<file path="src/rtl/rriot_io_timer.sv">
// RRIOT-style I/O and interval timer: NUM_PORTS bidirectional ports with per-bit DDR,
// an edge-detect interrupt on port 0 MSB, and a prescaled down-counter with underflow flag.
module rriot_io_timer #(
  parameter int unsigned PORT_WIDTH  = 8,
  parameter int unsigned NUM_PORTS   = 2,
  parameter int unsigned ADDR_WIDTH  = 4,
  parameter int unsigned TIMER_WIDTH = 8,
  parameter int unsigned TIMER_BASE  = 8
) (
  input  logic                            phi2,
  input  logic                            rst,
  input  logic                            cs,
  input  logic                            we,
  input  logic [ADDR_WIDTH-1:0]           addr,
  input  logic [PORT_WIDTH-1:0]           wdata,
  output logic [PORT_WIDTH-1:0]           rdata,
  input  logic [NUM_PORTS*PORT_WIDTH-1:0] pin_i,
  output logic [NUM_PORTS*PORT_WIDTH-1:0] pin_o,
  output logic [NUM_PORTS*PORT_WIDTH-1:0] pin_oe,
  output logic                            irq
);

  localparam int unsigned W         = PORT_WIDTH;
  localparam int unsigned EDGE_ADDR = 2 * NUM_PORTS;
  localparam int unsigned FLAG_ADDR = 2 * NUM_PORTS + 1;
  localparam int unsigned PRE_W     = 10;

  logic [W-1:0]           port_o   [NUM_PORTS];
  logic [W-1:0]           port_ddr [NUM_PORTS];
  logic                   edge_en;
  logic                   edge_rise;
  logic                   edge_prev;
  logic                   edge_flag;
  logic [TIMER_WIDTH-1:0] count;
  logic [PRE_W-1:0]       pre;
  logic [1:0]             div_sel;
  logic                   timer_ien;
  logic                   timer_flag;
  logic                   fast;

  logic [31:0] a;
  logic        wr;
  logic        rd;
  logic        in_ports;
  logic        hit_edge;
  logic        hit_flag;
  logic        hit_timer;
  logic [2:0]  tk;
  logic        timer_wr;
  logic        timer_rd_clr;
  logic        flag_rd_clr;
  logic        edge_hit;
  logic        tick;
  logic        underflow;

  function automatic logic [PRE_W-1:0] reload(input logic [1:0] s);
    case (s)
      2'd0:    reload = 10'd0;
      2'd1:    reload = 10'd7;
      2'd2:    reload = 10'd63;
      default: reload = 10'd1023;
    endcase
  endfunction

  assign a            = 32'(addr);
  assign wr           = cs & we;
  assign rd           = cs & ~we;
  assign in_ports     = (a < EDGE_ADDR);
  assign hit_edge     = (a == EDGE_ADDR);
  assign hit_flag     = (a == FLAG_ADDR);
  assign hit_timer    = (a >= TIMER_BASE) && (a < TIMER_BASE + 8);
  assign tk           = a[2:0];
  assign timer_wr     = wr & hit_timer;
  assign timer_rd_clr = rd & hit_timer & ~tk[0];
  assign flag_rd_clr  = rd & (hit_flag | (hit_timer & tk[0]));

  assign edge_hit  = edge_en & (edge_rise ? (~edge_prev & pin_i[W-1])
                                          : (edge_prev & ~pin_i[W-1]));
  // After an underflow the prescaler is bypassed so the count steps every cycle.
  assign tick      = fast | (pre == '0);
  assign underflow = tick & (count == '0);

  always_ff @(posedge phi2 or posedge rst) begin
    if (rst) begin
      for (int unsigned p = 0; p < NUM_PORTS; p++) begin
        port_o[p]   <= '0;
        port_ddr[p] <= '0;
      end
    end else if (wr && in_ports) begin
      for (int unsigned p = 0; p < NUM_PORTS; p++) begin
        if ((a >> 1) == p) begin
          if (a[0]) port_ddr[p] <= wdata;
          else      port_o[p]   <= wdata;
        end
      end
    end
  end

  always_ff @(posedge phi2 or posedge rst) begin
    if (rst) begin
      edge_en   <= 1'b0;
      edge_rise <= 1'b0;
      edge_prev <= 1'b0;
      edge_flag <= 1'b0;
    end else begin
      edge_prev <= pin_i[W-1];
      if (wr && hit_edge) begin
        edge_en   <= wdata[1];
        edge_rise <= wdata[0];
      end
      if (edge_hit)         edge_flag <= 1'b1;
      else if (flag_rd_clr) edge_flag <= 1'b0;
    end
  end

  always_ff @(posedge phi2 or posedge rst) begin
    if (rst) begin
      count      <= '1;
      pre        <= reload(2'd3);
      div_sel    <= 2'd3;
      timer_ien  <= 1'b0;
      timer_flag <= 1'b0;
      fast       <= 1'b0;
    end else if (timer_wr) begin
      count      <= wdata[TIMER_WIDTH-1:0];
      pre        <= reload(tk[1:0]);
      div_sel    <= tk[1:0];
      timer_ien  <= tk[2];
      timer_flag <= 1'b0;
      fast       <= 1'b0;
    end else begin
      if (!fast) pre <= (pre == '0) ? reload(div_sel) : pre - PRE_W'(1);
      if (tick)  count <= count - TIMER_WIDTH'(1);
      if (underflow) begin
        timer_flag <= 1'b1;
        fast       <= 1'b1;
      end else if (timer_rd_clr) begin
        timer_flag <= 1'b0;
      end
    end
  end

  always_comb begin
    rdata = '0;
    if (in_ports) begin
      for (int unsigned p = 0; p < NUM_PORTS; p++) begin
        if ((a >> 1) == p) begin
          rdata = a[0] ? port_ddr[p]
                       : (port_ddr[p] & port_o[p]) | (~port_ddr[p] & pin_i[p*W +: W]);
        end
      end
    end else if (hit_edge) begin
      rdata = W'({edge_en, edge_rise});
    end else if (hit_flag || (hit_timer && tk[0])) begin
      rdata[W-1] = timer_flag;
      rdata[W-2] = edge_flag;
    end else if (hit_timer) begin
      rdata = W'(count);
    end
  end

  always_comb begin
    pin_o  = '0;
    pin_oe = '0;
    for (int unsigned p = 0; p < NUM_PORTS; p++) begin
      pin_o[p*W +: W]  = port_o[p];
      pin_oe[p*W +: W] = port_ddr[p];
    end
  end

  assign irq = (timer_flag & timer_ien) | (edge_flag & edge_en);

endmodule
</file>
<file path="config.mk">
export PLATFORM = sky130hd
export DESIGN_NAME = rriot_io_timer
export DESIGN_NICKNAME = d
export VERILOG_FILES = /design/src/rtl/rriot_io_timer.sv
export SDC_FILE = /design/constraint.sdc
export NUM_CORES = 1
export LEC_CHECK = 0
export ABC_AREA = 0
export BUFFER_PORTS_ARGS = -buffer_cell sky130_fd_sc_hd__clkbuf_2
export CAP_MARGIN = 40
export CORE_UTILIZATION = 50
export DETAILED_ROUTE_END_ITERATION = 12
export GPL_ROUTABILITY_DRIVEN = 0
export HOLD_SLACK_MARGIN = 0.08
export PLACE_DENSITY = 0.71
export SYNTH_ARGS = -nofsm -noshare
export SYNTH_HDL_FRONTEND = slang
export SYNTH_SLANG_ARGS = --single-unit
</file>
<file path="constraint.sdc">
create_clock -name phi2 -period 4.3 [get_ports phi2]
set_clock_uncertainty 0.1 [all_clocks]
set_input_delay 0.645 -clock phi2 [delete_from_list [all_inputs] [get_ports phi2]]
set_output_delay 0.645 -clock phi2 [all_outputs]
set_load 0.005 [all_outputs]
</file>
## Yosys cells after proc, flatten, opt, wreduce, memory -nomap -nowiden

Index checks and enable logic that the tools add are counted.

| word-level totals | value |
|---|---|
| flip-flop bits (word level) | 59 |
| input bits | 32 |
| output and inout port bits | 41 |
| logic and storage cells | 97 |

| operators by class | value |
|---|---|
| add/sub/neg operators | 2 |
| order comparisons | 3 |
| eq/ne operators | 8 |
| mux-type cells | 24 |
| bitwise gates (word level) | 28 |
| reductions and logical operators | 18 |

Operators by type and width:

| operator | number |
|---|---|
| two-way mux 8 bit | 9 |
| case mux 10 bit (3 select lines) | 2 |
| bitwise AND 8 bit | 4 |
| zero test 32 bit | 1 |
| two-way mux 10 bit | 3 |
| inverter 8 bit | 2 |
| bitwise OR 8 bit | 2 |
| bitwise AND 1 bit | 13 |
| AND reduction 3 bit | 4 |
| zero test 10 bit | 1 |
| subtractor 10 x 1 -> 10 bit (second input constant) | 1 |
| equality test 4 x 3 -> 1 bit (second input constant) | 2 |
| zero test 8 bit | 1 |
| two-way mux 1 bit | 8 |
| subtractor 8 x 1 -> 8 bit (second input constant) | 1 |
| two-way mux 6 bit | 1 |
| nonzero test 2 bit | 3 |
| less-than comparator 4 x 5 -> 1 bit (second input constant) | 1 |
| equality test 2 x 1 -> 1 bit (second input constant) | 2 |
| equality test 2 bit (second input constant) | 2 |
| greater-or-equal comparator 4 bit (second input constant) | 1 |
| logical AND 1 bit | 4 |
| zero test 2 bit | 2 |
| less-than comparator 4 x 3 -> 1 bit (second input constant) | 1 |
| other kinds (7) | 12 |

## Longest topological paths before layout

Gate-level depths: netlist of run 1.

| logic depth | value |
|---|---|
| depth after elaboration | 7 |
| gate-level depth with buffers | 7 |
| mapped depth without buffers | 7 |

## Least setup slack after synthesis of run 1

OpenSTA, ideal clock, no wires.

| timing path | value |
|---|---|
| path type | register -> register |
| from | register pre[0] |
| to | register pre[0] |
| library setup time | 0.101 ns |
| arrival | 2.190 ns |
| data required time | 4.099 ns |
| setup slack | 1.909 ns |
| cell stages (with the launch flop) | 8 |
| clock period less this slack | 2.391 ns |
| cell sequence | dfstp_2 > inv_1 > ha_1 > or4b_1 > or2_2 > or3_2 > o41ai_1 > a211oi_1 |

| on the way | value |
|---|---|
| word-level cells in the longest chain between the ends | 4 |

Ends and longest elaborated chain:

| element | RTL line | text |
|---|---|---|
| from (decl) | 35 | `logic [PRE_W-1:0] pre;` |
| from (signal assigned) | 119 | `pre <= reload(2'd3);` |
| from (signal assigned) | 126 | `pre <= reload(tk[1:0]);` |
| from (signal assigned) | 132 | `if (!fast) pre <= (pre == '0) ? reload(div_sel) : pre - PRE_W'(1);` |
| subtractor 10 x 1 -> 10 bit or zero test 10 bit (tied branches) | 132 |  |
| two-way mux 10 bit (*) (2 in a row) | 132 |  |
| two-way mux 10 bit (*) | 124 | `end else if (timer_wr) begin` |

Every way passes the cells marked *; elsewhere a longest branch is shown, timed or not. The select of a mux whose other input is x is not followed.
A chain may end at the register's enable or synchronous reset.

## Worst setup path after layout of run 1

| timing path | value |
|---|---|
| from | input port addr[0] |
| to | output port rdata[7] |

| on the way | value |
|---|---|
| word-level cells in the longest chain between the ends | 7 |

Ends and longest elaborated chain:

| element | RTL line | text |
|---|---|---|
| from (decl) | 14 | `input logic [ADDR_WIDTH-1:0] addr,` |
| less-than comparator 4 x 5 -> 1 bit or greater-or-equal comparator 4 bit (tied branches) | 71 | `assign hit_timer = (a >= TIMER_BASE) && (a < TIMER_BASE + 8);` |
| logical AND 1 bit | 71 |  |
| logical AND 1 bit | 154 | `end else if (hit_flag \|\| (hit_timer && tk[0])) begin` |
| logical OR 1 bit | 154 |  |
| two-way mux 2 bit | 154 |  |
| two-way mux 8 bit | 152 | `end else if (hit_edge) begin` |
| two-way mux 8 bit (*) | 145 | `if (in_ports) begin` |
| to (decl) | 16 | `output logic [PORT_WIDTH-1:0] rdata,` |

Every way passes the cells marked *; elsewhere a longest branch is shown, timed or not.

==> results of run 1 <==
## stage by stage
stage	hold WS (ns)	std cells	total power [mW]	setup slack [ns]	utilization
floorplan	0.351	318	1.13	1.91	-
global placement	0.367	453	1.29	1.46	0.595
detailed placement	0.380	453	1.31	1.45	0.595
CTS	0.221	469	1.86	1.45	0.630
global route	0.250	469	1.95	1.29	0.630
finish	0.214	469	1.84	1.46	0.630
## worst min-delay path by stage
stage | to | slack [ns] | depth (start not counted)
2_1_floorplan | timer_ien | 0.35 | 2
3_3_place_gp | timer_ien | 0.37 | 2
3_5_place_dp | div_sel[0] | 0.38 | 2
4_1_cts | pin_o[12] | 0.22 | 2
5_1_grt | timer_ien | 0.25 | 2
6_report | timer_ien | 0.21 | 2
## sequential cells by signal, indices dropped and copies added (netlist names), 2 cells and up
| signal | count |
|---|---|
| count | 8 |
| pre | 10 |
| div_sel | 2 |
| pin_o | 16 |
| pin_oe | 16 |
## kinds of logic after synthesis
logic type / count (synthesis) / share of synthesized area
AOI/OAI and AO/OA: 91 / 0.181
adders and majority gates: 3 / 0.0118
DFF: 59 / 0.474
buffers and inverters: 30 / 0.0359
xor gates and xnor gates: 8 / 0.0221
muxes: 36 / 0.127
and+or+nand+nor: 91 / 0.148
## cell type report
cell class | instances | area [um^2] | share of cell area
multi-input cells | 229 | 1550 | 0.409
flip-flops and latches | 59 | 1500 | 0.396
repair buffers | 74 | 375 | 0.0989
clock buffers | 12 | 165 | 0.0435
well taps | 75 | 93.8 | 0.0247
inverters | 16 | 60.1 | 0.0158
clock inverters | 4 | 47.5 | 0.0125
## power groups by stage
stage               sequential [mW]  clock [mW]  combinational, mW
detailed placement            0.885           0              0.425
global placement              0.881           0              0.412
CTS                           0.879       0.547              0.429
global route                  0.901       0.573              0.480
floorplan                     0.853           0              0.281
finish                        0.882       0.537              0.424
## critical path: cells and delay by family
family	cells	cell delay [ns]
compound gates	4	0.92
buf+inv	2	0.53
## metal layers
| layer | wire length (um) | vias to the layer above | track usage |
|---|---|---|---|
| li1 | - | 1296 | - |
| met5 | 0 | - | 0 |
| met1 | 3300 | 1283 | 0.315 |
| met4 | 91 | 0 | 0.118 |
| met3 | 447 | 8 | 0.0656 |
| met2 | 3800 | 82 | 0.397 |
## cells in the final DEF (no fill, tap or decap), drive strengths merged, types with 2 or more instances in the layout
cell    Yosys  layout
o21a        2       2
o22ai       2       2
buf         1       2
dfrtp      39      39
ha          3       3
nand3       5       5
nor2       20      20
nand2b      8       8
or4b        2       2
a21oi      13      13
nor3        5       5
clkinv      0       2
o311ai      7       7
o21ai      44      44
o211ai      2       2
or2         3       3
dfstp      20      20
nand3b      5       5
a221o       2       2
or4         2       2
and3        2       2
nor4b       2       2
clkbuf     13      84
mux2i       2       2
a22o        2       2
xnor2       2       2
mux2       34      34
a31oi       3       3
nor4        2       2
o31ai       3       3
a211oi      4       4
inv        16      16
nand2      30      30
xor2        6       6
nor2b       2       2
==> results.md, run 1 <==
* DRT antenna net count at 0
* Switching Fraction at 0.309
* Total wire length at 7640 um
* Critical R2R Capture: pre[0]
* Max-slew violations at 0
* Die H at 81.6 um
* Detailed placement HPWL at between 5000 and 6000 um
* Top-count cell post-synth: o21ai_0
* Largest net degree at the start of global routing at 45
* Die footprint at approximately 0.0067 mm^2
* Total CTS buffers at 9
* Max Freq at 0.352 GHz
* DR vias at 2669
* Crit path to: rdata[7]
* Syn nets at about 350
* Ant. Diodes at 0
* Layout fillers at 532
* Layout area overhead at 19.8%
* Final net count at approximately 420
* CP Class: in2out
* FF+latch count, synth at 59
* DRC Markers at 0
* Synth top area cells: dfrtp_1 (31%), dfstp_2 (17%), mux2_2 (12%)
* Main flop type after synthesis: dfrtp_1
* Design area at 0.00380 mm^2
* Critical Path Start Type: input pin
* Count of boundary I/O pins at 73
* Leakage at approximately 1.7 nW
* Row cnt at 28
* Initial core utilization at 0.526
* Sink Count at 59
* Status: finished clean
* First-pass GRT wire length at roughly 12000 um
* Drt pass-1 iters at 4
* Asr flop ratio synth at 1.00
* MaxCap Viol Count at 0
* Slew @ Worst Pin at 0.683 ns
* CTS resizes at 0
* Syn_area_per_cell at 9.96 um^2
* Initial antenna violation count at 0
* Via/cell ratio at 5.69
* Area leader, netlist: dfrtp_1
* Clk_lat worst skew at 0.34 ns
* RSZ-0062 raised after global routing: no
* Crit path time final at approximately 2.8 ns
* Finish-stage setup viols at 0
* Syn Inst Count at 318
* Grt total ovfl at 0
* Reg2reg path depth at 7
* Starting DRT DRC Count at 96
* Cell Area, Synth at 0.00317 mm^2
* Area after DPL at 0.00358 mm^2
* Overall Global Routing Usage at 0.249
* Peak VDD IR at 0.000270 V
* CP cell instances: clkbuf_2, o21a_1, a211oi_1, a311oi_1, a221o_1, clkbuf_2
* Setup Fix Bufs, Post-CTS at 0
* Top post-synthesis cells by count: o21ai_0 (44), dfrtp_1 (39), mux2_2 (34), nand2_1 (30)
* Post-DR wirelength/cell at about 16 um
* Clock network power share at 0.291
* Root buf cell: clkbuf_8
* Reg-to-reg slack, setup at 1.62 ns
* Crit path top cell by count: clkbuf_2
* Setup crit start: addr[0]
* Setup_tns at 0 ns
* CTS Hold Bufs at 0
* Worst Path Required at 3.56 ns
* Layout cells sized above 1 at 0.386
* Vias in the first global route at 2586
* Relative max-transition margin at 0.545
* Cell variety after synth at 46
* IO Port Bufs at 72
* CTS tree: built
* Combinational share of power at 0.230
* Die Wd at 81.6 um
* Post-synthesis sequential area ratio at 0.474
* Reg2reg start: pre[0]
* Endpoint class of the critical path: output pin
* Internal power at 1.27 mW
* CTS Buffer Depth at 2
* Worst Path Max Fanout at 44
* Slowest CP cell: clkbuf_2
* Hold Crit Class: in2async
* Final Hold Viols at 0
* Sw power at between 500 and 600 uW
* Reg clk slew, reported paths at about 0.070 ns
* Cell Pwr Density at ~500 mW/mm^2
* Ys Warns at 0
* Number of H-tree branching levels at 3
* Reg power frac at 0.478
* Crit share post-route at 0.661
* Synth top area share at 0.308
* CP peak stage delay at 0.40 ns
* CP arrival at 2.10 ns
* Core area at around 0.006 mm^2
* EDFF count, synth at 0
No activity file was read; power rests on OpenSTA's default activity.
==> inputs of run 2 (changes only) <==
Settings changed: CORE_UTILIZATION 50 to 49, PLACE_DENSITY 0.71 to 0.72.
Clock period 4.3 ns to 2.4 ns, I/O delays scaled along.
==> run 2 against run 1 <==
Net effect:
- critical path depth is 2 higher
- wire length is 0.47% higher
- setup slack worse by 1.4 ns
- global-route usage is 0.24 points higher
- clock power is 85% higher
- largest cell class unchanged
- largest power group unchanged
==> results.md, run 2 (same netlist as run 1, synthesis figures left out) <==
* Die H at 82.4 um
* Inst Count DP at around 470
* Max-slew violations at 0
* Finish-stage setup viols at 0
* Max Freq at 0.422 GHz
* Slew @ Worst Pin at 0.573 ns
* Worst Path Required at roughly 2.6 ns
* Relative max-transition margin at 0.617
* Worst Path Max Fanout at 3
* Overall Global Routing Usage at 0.251
* Via/cell ratio at ~5.7
* Setup_tns at 0 ns
* CP Class: reg2reg
* DRT antenna net count at 0
* Drt pass-1 iters at 4
* Finished Core Util at 0.659
* IO Port Bufs at 72
* Core area at 0.00606 mm^2
* Sink Count at 59
* Critical Path Start Type: flip-flop
* Final Hold Viols at 0
* Status: finished clean
* Row cnt at 28
* Commonest non-fill, non-tap cell in the layout: clkbuf_2
* Die footprint at 0.00679 mm^2
* CP arrival at 2.52 ns
* Endpoint class of the critical path: flip-flop
* Design area at 0.00399 mm^2
* Leakage at 1.85 nW
* Die Wd at 82.4 um
* Count of boundary I/O pins at 73
* Grt total ovfl at 0
* DRC Markers at 0
* DR vias at roughly 2800
* Largest net degree at the start of global routing at 34
* Post-DR wirelength/cell at 15.7 um
* Total CTS buffers at 9
* Cell Pwr Density at approximately 850 mW/mm^2
* Initial core utilization at 0.523
* Layout area overhead at 26.0%
* Crit path time final at ~2.4 ns
* Reg clk slew, reported paths at 0.07 ns
* CP peak stage delay at 0.47 ns
* CP cell instances: inv_1, ha_2, or4b_4, or2_4, or3_4, o41ai_2, buf_4, a211oi_1
* Ant. Diodes at 0
* Number of H-tree branching levels at 3
* Initial antenna violation count at 0
* Slowest CP cell: or4b_4
* Peak VDD IR at roughly 0.00047 V
* Final net count at 444
* Detailed placement HPWL at 5500 um
* Clk_lat worst skew at 0.33 ns
* Root buf cell: clkbuf_8
* CTS tree: built
* Starting DRT DRC Count at about 110
* Layout cells sized above 1 at 0.420
* First-pass GRT wire length at roughly 13000 um
* WHS at 0.176 ns
* Total wire length at roughly 7700 um
* Area after DPL at about 0.0037 mm^2
* CTS Buffer Depth at 2
* Vias in the first global route at 2667
* Most frequent cells in the layout: clkbuf_2 (72), o21ai_0 (43), dfrtp_1 (39), mux2_2 (34), nand2_1 (30)
* Hold Crit Class: in2reg
* Finished Layout Cells at 489
* MaxCap Viol Count at 0
* Crit share post-route at 0.987
==> run 2: changes by cell type in the layout (fill, tap and decap cells not counted), sizes merged <==
cell	change
buf	+18
clkbuf	-2
dlygate4sd3	+2
bufinv	+1
clkinv	+1
==> run 2: metrics by stage <==
stage	total power, mW	setup WS [ns]
after floorplan	2.03	0.00899
after CTS	3.39	-0.0249
after global placement	2.35	0.0179
after detailed placement	2.38	0.00428
after global routing	3.60	-0.0385
final	3.40	0.0307
==> run 2: power by group <==
group | leakage, nW | total (mW) | internal, mW | switching, mW
combinational | 1.03 | 0.840 | 0.451 | 0.389
clock | 0.106 | 0.991 | 0.586 | 0.405
sequential | 0.709 | 1.56 | 1.32 | 0.243
total | 1.85 | 3.40 | 2.36 | 1.04
==> run 2: worst paths after layout <==
check,start,end,slack [ns],cells after the start
setup / recovery,pre[0],pre[1],0.03,8
setup reg to reg,pre[0],pre[1],0.03,8
min in group asynchronous,rst,timer_ien,0.52,3
max in group asynchronous,rst,count[5],1.04,4
hold / removal,wdata[3],count[3],0.18,3
hold reg to reg,div_sel[0],div_sel[0],0.41,2
==> run 2: critical path: cells and delay by family, from the launching register on <==
| kind | cells | cell delay, ns |
|---|---|---|
| AND/OR/NAND/NOR | 3 | 1.06 |
| flip-flops | 1 | 0.37 |
| AO/OA/AOI/OAI | 2 | 0.37 |
| buffers and inverters | 2 | 0.22 |
| adder cells (fa/ha/maj) | 1 | 0.18 |
==> run 2: routing by layer <==
| layer | share of wire | GRT usage | routed length (um) | up-vias |
|---|---|---|---|---|
| li1 | - | - | - | 1340 |
| met1 | 0.46 | 0.321 | 3510 | 1346 |
| met2 | 0.49 | 0.416 | 3730 | 76 |
| met3 | 0.042 | 0.0462 | 320 | 13 |
| met4 | 0.015 | 0.109 | 116 | 0 |
| met5 | 0 | 0 | 0 | - |
==> run 2: layout make-up <==
type / count / area (um^2)
Sequential cell: 59 / 1500
Multi-Input combinational cell: 229 / 1580
Clock buffer: 10 / 128
Tap cell: 75 / 93.8
Clock inverter: 6 / 90.1
Inverter: 16 / 60.1
Fill cell: 498 / 2070
Timing Repair Buffer: 94 / 543
==> run 2: repair_timing <==
| item | in CTS | in global routing |
|---|---|---|
| buffers inserted | 0 | 2 |
| gates cloned | 0 | 0 |
| gates resized for setup | 0 | 8 |
| endpoints found under the setup margin | 5 | 7 |
| pin swaps | 0 | 2 |
| hold endpoints to repair | 12 | 0 |
| hold buffers | 2 | 0 |
